**src/rtl/y_pkg.sv**
```systemverilog
// Shared ID/EX definitions: ALU op encodings, the five opcode constants and the
// ID/EX register record. Also intended for use by the ALU.
package y_pkg;

    localparam int XLEN = 32;

    typedef enum logic [2:0] {
        ALU_AND = 3'b000,
        ALU_OR  = 3'b001,
        ALU_ADD = 3'b010,
        ALU_SUB = 3'b110,
        ALU_SLT = 3'b111
    } alu_op_e;

    localparam logic [6:0] OPC_R      = 7'b0110011;
    localparam logic [6:0] OPC_I      = 7'b0010011;
    localparam logic [6:0] OPC_LOAD   = 7'b0000011;
    localparam logic [6:0] OPC_STORE  = 7'b0100011;
    localparam logic [6:0] OPC_BRANCH = 7'b1100011;

    typedef struct packed {
        logic            valid;
        logic            regwrite;
        logic            memread;
        logic            memwrite;
        logic            branch;
        logic            illegal;
        alu_op_e         op;
        logic [4:0]      rd;
        logic [4:0]      rs1;
        logic [4:0]      rs2;
        logic [XLEN-1:0] pc;
        logic [XLEN-1:0] rs1_data;
        logic [XLEN-1:0] rs2_data;
        logic [XLEN-1:0] imm;
        logic            use_imm;
    } idex_t;

    function automatic logic funct3_legal(input logic [2:0] f3);
        case (f3)
            3'b000, 3'b111, 3'b110, 3'b010: funct3_legal = 1'b1;
            default:                        funct3_legal = 1'b0;
        endcase
    endfunction

    // Unsupported funct3 falls back to ADD so an illegal slot has a defined op.
    function automatic alu_op_e funct3_to_op(input logic [2:0] f3, input logic sub);
        case (f3)
            3'b000:  funct3_to_op = sub ? ALU_SUB : ALU_ADD;
            3'b111:  funct3_to_op = ALU_AND;
            3'b110:  funct3_to_op = ALU_OR;
            3'b010:  funct3_to_op = ALU_SLT;
            default: funct3_to_op = ALU_ADD;
        endcase
    endfunction

endpackage

```
**src/rtl/y_fwd_mux.sv**
```systemverilog
// One 32-bit operand forwarding selector; EX/MEM has priority over MEM/WB and
// x0 is never forwarded.
module y_fwd_mux
    import y_pkg::*;
(
    input  logic [4:0]      i_rs,
    input  logic [XLEN-1:0] i_reg_value,
    input  logic [4:0]      i_exmem_rd,
    input  logic            i_exmem_regwrite,
    input  logic [XLEN-1:0] i_exmem_value,
    input  logic [4:0]      i_memwb_rd,
    input  logic            i_memwb_regwrite,
    input  logic [XLEN-1:0] i_memwb_value,
    output logic [XLEN-1:0] o_value
);

    logic w_exmem_hit;
    logic w_memwb_hit;

    assign w_exmem_hit = i_exmem_regwrite & (i_exmem_rd != 5'd0) & (i_exmem_rd == i_rs);
    assign w_memwb_hit = i_memwb_regwrite & (i_memwb_rd != 5'd0) & (i_memwb_rd == i_rs);

    // Priority select of the operand source.
    always_comb begin
        o_value = i_reg_value;
        if (w_exmem_hit) begin
            o_value = i_exmem_value;
        end else if (w_memwb_hit) begin
            o_value = i_memwb_value;
        end else begin
            o_value = i_reg_value;
        end
    end

endmodule

```
**src/rtl/y_id_ex.sv**
```systemverilog
// ID/EX pipeline stage: decode, load-use hazard detection, the ID/EX register
// with flush/stall/bubble control, and EX-side operand forwarding.
module y_id_ex
    import y_pkg::*;
#(
    parameter int WIDTH = 32
) (
    input  logic             clk,
    input  logic             rst,
    input  logic             stall,
    input  logic             flush,
    input  logic             in_valid,
    input  logic [WIDTH-1:0] insn,
    input  logic [WIDTH-1:0] pc,
    input  logic [WIDTH-1:0] rs1_data,
    input  logic [WIDTH-1:0] rs2_data,
    input  logic [WIDTH-1:0] imm,
    input  logic [4:0]       exmem_rd,
    input  logic             exmem_regwrite,
    input  logic [WIDTH-1:0] exmem_value,
    input  logic [4:0]       memwb_rd,
    input  logic             memwb_regwrite,
    input  logic [WIDTH-1:0] memwb_value,
    output logic             hazard,
    output logic             ex_valid,
    output logic             ex_regwrite,
    output logic             ex_memread,
    output logic             ex_memwrite,
    output logic             ex_branch,
    output logic             ex_illegal,
    output logic [2:0]       ex_op,
    output logic [4:0]       ex_rd,
    output logic [WIDTH-1:0] ex_pc,
    output logic [WIDTH-1:0] alu_a,
    output logic [WIDTH-1:0] alu_b,
    output logic [WIDTH-1:0] ex_store_data
);

    idex_t           r_idex;
    idex_t           w_dec;
    logic [6:0]      w_opcode;
    logic [2:0]      w_funct3;
    logic [4:0]      w_rs1;
    logic [4:0]      w_rs2;
    logic            w_f7b;
    logic            w_rs2_used;
    logic            w_insn_unused;
    logic [XLEN-1:0] w_fwd_rs1;
    logic [XLEN-1:0] w_fwd_rs2;

    assign w_opcode      = insn[6:0];
    assign w_funct3      = insn[14:12];
    assign w_rs1         = insn[19:15];
    assign w_rs2         = insn[24:20];
    assign w_f7b         = insn[30];
    assign w_insn_unused = ^{insn[31], insn[29:25]};

    // Decode the ID instruction into a full ID/EX record.
    always_comb begin
        w_dec          = '0;
        w_dec.valid    = 1'b1;
        w_dec.op       = ALU_ADD;
        w_dec.rd       = insn[11:7];
        w_dec.rs1      = w_rs1;
        w_dec.rs2      = w_rs2;
        w_dec.pc       = pc;
        w_dec.rs1_data = rs1_data;
        w_dec.rs2_data = rs2_data;
        w_dec.imm      = imm;
        w_rs2_used     = 1'b0;
        case (w_opcode)
            OPC_R: begin
                w_rs2_used     = 1'b1;
                w_dec.op       = funct3_to_op(w_funct3, w_f7b);
                w_dec.regwrite = funct3_legal(w_funct3);
                w_dec.illegal  = ~funct3_legal(w_funct3);
            end
            OPC_I: begin
                w_dec.use_imm  = 1'b1;
                w_dec.op       = funct3_to_op(w_funct3, 1'b0);
                w_dec.regwrite = funct3_legal(w_funct3);
                w_dec.illegal  = ~funct3_legal(w_funct3);
            end
            OPC_LOAD: begin
                w_dec.regwrite = 1'b1;
                w_dec.memread  = 1'b1;
                w_dec.use_imm  = 1'b1;
            end
            OPC_STORE: begin
                w_rs2_used     = 1'b1;
                w_dec.memwrite = 1'b1;
                w_dec.use_imm  = 1'b1;
            end
            OPC_BRANCH: begin
                w_rs2_used     = 1'b1;
                w_dec.branch   = 1'b1;
                w_dec.op       = ALU_SUB;
            end
            default: begin
                w_dec.illegal  = 1'b1;
            end
        endcase
    end

    // A load in EX whose destination feeds the ID instruction must stall one slot.
    assign hazard = r_idex.valid & r_idex.memread & (r_idex.rd != 5'd0) & in_valid &
                    ((r_idex.rd == w_rs1) | (w_rs2_used & (r_idex.rd == w_rs2)));

    // ID/EX register: rst > flush > stall > hazard/invalid bubble > capture.
    always_ff @(posedge clk) begin
        if (rst) begin
            r_idex <= '0;
        end else if (flush) begin
            r_idex <= '0;
        end else if (stall) begin
            r_idex <= r_idex;
        end else if (hazard || !in_valid) begin
            r_idex <= '0;
        end else begin
            r_idex <= w_dec;
        end
    end

    y_fwd_mux u_fwd_rs1 (
        .i_rs             (r_idex.rs1),
        .i_reg_value      (r_idex.rs1_data),
        .i_exmem_rd       (exmem_rd),
        .i_exmem_regwrite (exmem_regwrite),
        .i_exmem_value    (exmem_value),
        .i_memwb_rd       (memwb_rd),
        .i_memwb_regwrite (memwb_regwrite),
        .i_memwb_value    (memwb_value),
        .o_value          (w_fwd_rs1)
    );

    y_fwd_mux u_fwd_rs2 (
        .i_rs             (r_idex.rs2),
        .i_reg_value      (r_idex.rs2_data),
        .i_exmem_rd       (exmem_rd),
        .i_exmem_regwrite (exmem_regwrite),
        .i_exmem_value    (exmem_value),
        .i_memwb_rd       (memwb_rd),
        .i_memwb_regwrite (memwb_regwrite),
        .i_memwb_value    (memwb_value),
        .o_value          (w_fwd_rs2)
    );

    assign ex_valid      = r_idex.valid;
    assign ex_regwrite   = r_idex.regwrite;
    assign ex_memread    = r_idex.memread;
    assign ex_memwrite   = r_idex.memwrite;
    assign ex_branch     = r_idex.branch;
    assign ex_illegal    = r_idex.illegal;
    assign ex_op         = r_idex.op;
    assign ex_rd         = r_idex.rd;
    assign ex_pc         = r_idex.pc;
    assign alu_a         = w_fwd_rs1;
    assign alu_b         = r_idex.use_imm ? r_idex.imm : w_fwd_rs2;
    assign ex_store_data = w_fwd_rs2;

endmodule

```
**config.mk**
```make
export PLATFORM = sky130hd
export DESIGN_NAME = y_id_ex
export DESIGN_NICKNAME = d
export VERILOG_FILES = /design/src/rtl/y_pkg.sv /design/src/rtl/y_fwd_mux.sv /design/src/rtl/y_id_ex.sv
export SDC_FILE = /design/constraint.sdc
export NUM_CORES = 1
export LEC_CHECK = 0
export CORE_AREA = 2 2 151 153
export CTS_CLUSTER_SIZE = 24
export DETAILED_ROUTE_END_ITERATION = 8
export DIE_AREA = 0 0 153 155
export GPL_ROUTABILITY_DRIVEN = 0
export GPL_TIMING_DRIVEN = 0
export PLACE_DENSITY = 0.74
export SYNTH_ARGS = -nofsm -noshare
export SYNTH_HDL_FRONTEND = slang
export SYNTH_SLANG_ARGS = --single-unit
```
**constraint.sdc**
```tcl
create_clock -name clk -period 4.3 [get_ports clk]
set_input_delay 0.86 -clock clk [delete_from_list [all_inputs] [get_ports clk]]
set_output_delay 0.86 -clock clk [all_outputs]
set_load 0.02 [all_outputs]
```
==> results by group, run 1 <==
STA
  • RSZ-0062 raised after global routing: no
  • Slew @ Worst Pin: 828 ps
  • Clk_skew: 7.83 ps
  • Slew HR: 44.8%
  • Post-route clock period utilization: 99.0%
  • Slew Viols, Final: 0
  • Fmax: 235 MHz
  • Final setup viols: 0
  • Setup TNS Final: 0 ps
  • PnR worst setup slack: 45.0 ps
  • Hold_ws: 474 ps
  • Min Tclk post-route: 4250 ps
  • Hold Vio Cnt, Final: 0

Synth
  • Avg Cell Area, Syn: 9.94 µm²
  • Most frequent cell after synthesis: dfxtp_1
  • Post-synth EDFFs: 0
  • Ys flop type: dfxtp_1
  • Area contributors post-synth: dfxtp_1 (41%), a22o_1 (17%), a31oi_2 (5.0%)
  • Synth top cells by count: dfxtp_1 (153), a22o_1 (146), buf_4 (46), clkbuf_1 (46)
  • Post-synth ARST share: 0%
  • Synth Net Count: 996
  • Sequential area share after synthesis: 40.8%
  • Cell area after synthesis: 0.00751 mm²
  • Synth warnings: 0
  • Cells after synthesis: 755
  • Synth Register Bits: 153
  • Distinct cells, synth: 46
  • Cell taking the most area after synthesis: dfxtp_1
  • Share of the synthesized area in the top cell type: 40.8%

CTS
  • CTS tree: yes
  • Worst skew pair latency: 420 ps
  • Bufs on Longest Clock Path: 2
  • Clk pin slew, worst setup/hold paths: 60 ps
  • Root Driver: clkbuf_16
  • Clock buffer count from CTS: 17
  • H-tree depth: 4
  • Sink Count: 153

Placement
  • IO Port Bufs: 376
  • Inst Count DP: 1416
  • Placed Area: 0.0116 mm²
  • Final HPWL DP: 23500 µm
  • Place WS: -826 ps

Setup path
  • Crit start category: primary input
  • Cell repeated most along the worst path: clkdlybuf4s50_1
  • FF-to-FF setup slack: 1760 ps
  • Crit end category: primary output
  • Slowest stage cell, crit path: clkdlybuf4s50_1
  • R2R depth: 7
  • Arrival @ worst endpoint: 3390 ps
  • CP max FO: 4
  • Crit path required time: 3440 ps
  • Delay of the slowest critical-path stage: 660 ps
  • WS Path Type: in -> out
  • Worst-path cell chain: clkdlybuf4s50_1 -> or4_4 -> o211ai_4 -> buf_4 -> o21ai_1 -> a31oi_2 -> clkdlybuf4s50_1

Min path
  • Hold Path Class: reg -> reg
  • Hold Crit Depth: 1

Global route
  • Total GRT Usage: 25.0%
  • Vias in the first global route: 7828
  • Maximum number of pins on one net before global-route repair: 17
  • First-pass GRT wire length: 45800 µm
  • Grt ovf: 0
  • Initial antenna violation count: 0

Final layout
  • Share of cells above drive strength 1: 17.0%
  • Fin cells: 1455
  • Fillers: 2034
  • Design area: 0.0122 mm²
  • Area added between synthesis and finish: 62.5%
  • Fin nets: 1398
  • Number of diodes: 0
  • Final Util: 54.9%

Route
  • 1st-iter DRT viols: 415
  • TritonRoute pass-1 iters: 5
  • Vias per inst: 5.27
  • Routed WL: 30600 µm
  • Post-route DRC: 0
  • DRT antenna net count: 0
  • Average wire per standard cell: 21.1 µm
  • DR vias: 7668

Power
  • Power Total: 3.61 mW
  • Lkg Pwr: 4.92 nW
  • Worst VDD drop: 0.240 mV
  • Pwr Density: 296 mW/mm²

Floorplanning
  • CORE AREA: 0.0222 mm²
  • Die area: 0.0237 mm²
  • Num rows: 55
  • Die W: 153 µm
  • Die Span Y: 155 µm
  • Starting density of the core: 33.8%
  • I/O pins: 384

Run status
  • Status: finished clean

Run
  • Max Cap Viol: 0
## final timing paths
| path | start | end |
|---|---|---|
| setup / recovery | memwb_rd[1] | ex_store_data[31] |
| hold / removal | r_idex[11] | r_idex[11] |
| setup reg to reg | ex_rd[4] | r_idex[86] |
| hold reg to reg | r_idex[11] | r_idex[11] |
## kinds of logic after synthesis
| group | Yosys count | share of synthesized area (%) |
|---|---|---|
| AOI/OAI and AO/OA | 262 | 28.7 |
| buffers and inverters | 113 | 8.87 |
| DFF | 153 | 40.8 |
| muxes | 65 | 9.20 |
| and+or+nand+nor | 132 | 8.95 |
| xor gates and xnor gates | 30 | 3.50 |
## what timing repair did
item	in CTS	in global routing
pin swaps	5	0
gates resized for setup	126	39
cloned	0	0
buffers inserted	7	0
hold buffers	0	0
setup endpoints to repair	96	24
## sequential cells by signal (all words and copies together) (netlist names)
signal       flops
ex_branch        1
ex_rd            5
ex_illegal       1
ex_valid         1
r_idex         107
ex_memread       1
ex_op            3
ex_regwrite      1
ex_pc           32
ex_memwrite      1
## cells in the final DEF (no fill, tap or decap), types with 2 or more instances in the layout
master / Yosys / layout
and2_1: 3 / 3
a22o_1: 146 / 146
o21ai_1: 32 / 31
buf_6: 1 / 2
a31oi_2: 30 / 32
clkbuf_2: 0 / 21
nand3_1: 37 / 37
clkinvlp_4: 0 / 3
nand2_1: 6 / 6
nand4_1: 4 / 4
nor3_1: 33 / 33
dfxtp_1: 153 / 153
mux2i_1: 33 / 33
inv_6: 0 / 4
a21oi_1: 36 / 36
o21ai_0: 2 / 2
buf_4: 46 / 58
dlymetal6s2s_1: 0 / 2
buf_12: 3 / 3
dlygate4sd2_1: 0 / 75
o211ai_4: 1 / 2
clkbuf_1: 46 / 41
xnor2_1: 23 / 23
clkbuf_16: 0 / 17
buf_2: 10 / 8
or4_4: 1 / 2
mux2_2: 32 / 32
clkdlybuf4s15_1: 0 / 3
clkbuf_8: 0 / 3
clkinv_4: 0 / 2
a21boi_1: 2 / 2
xor2_1: 7 / 7
nor2_1: 37 / 37
inv_1: 3 / 3
clkdlybuf4s50_1: 0 / 278
a32o_1: 3 / 3
bufinv_16: 0 / 2
## layout make-up
type	count	area [µm²]	share of cell area (%)
well taps	285	357	2.92
repair buffers	383	3640	29.9
clock buffers	21	470	3.86
plain buffers	110	687	5.63
flip-flops and latches	153	3060	25.1
inverters	3	11.3	0.0923
clock inverters	11	135	1.11
multi-input cells	489	3830	31.4
## power by group
part           total, mW  switching, mW  leakage [nW]  internal [mW]
sequential          1.46         0.0187          1.24           1.45
combinational      0.588          0.263          3.40          0.325
clock               1.56          0.647         0.287          0.912
## worst max-delay path, delay by kind of cell
kind	cells	cell delay, ps
simple gates	1	610
compound gates	3	590
buf+inv	3	1330
## metal layers
layer	routed length, µm	track usage (%)	up-vias
met1	12800	30.4	3650
met3	2420	6.88	35
met5	0	0	-
met2	15000	44.0	353
met4	480	6.31	0
li1	-	-	3630
No activity file was read; power rests on OpenSTA's default activity.
==> inputs of run 2 (changes only) <==
- ABC_CLOCK_PERIOD_IN_PS: unset -> 4300
- SLEW_MARGIN: unset -> 5
==> results of run 2 <==
The final DEF is identical to that of run 1; final timing and power are the same.
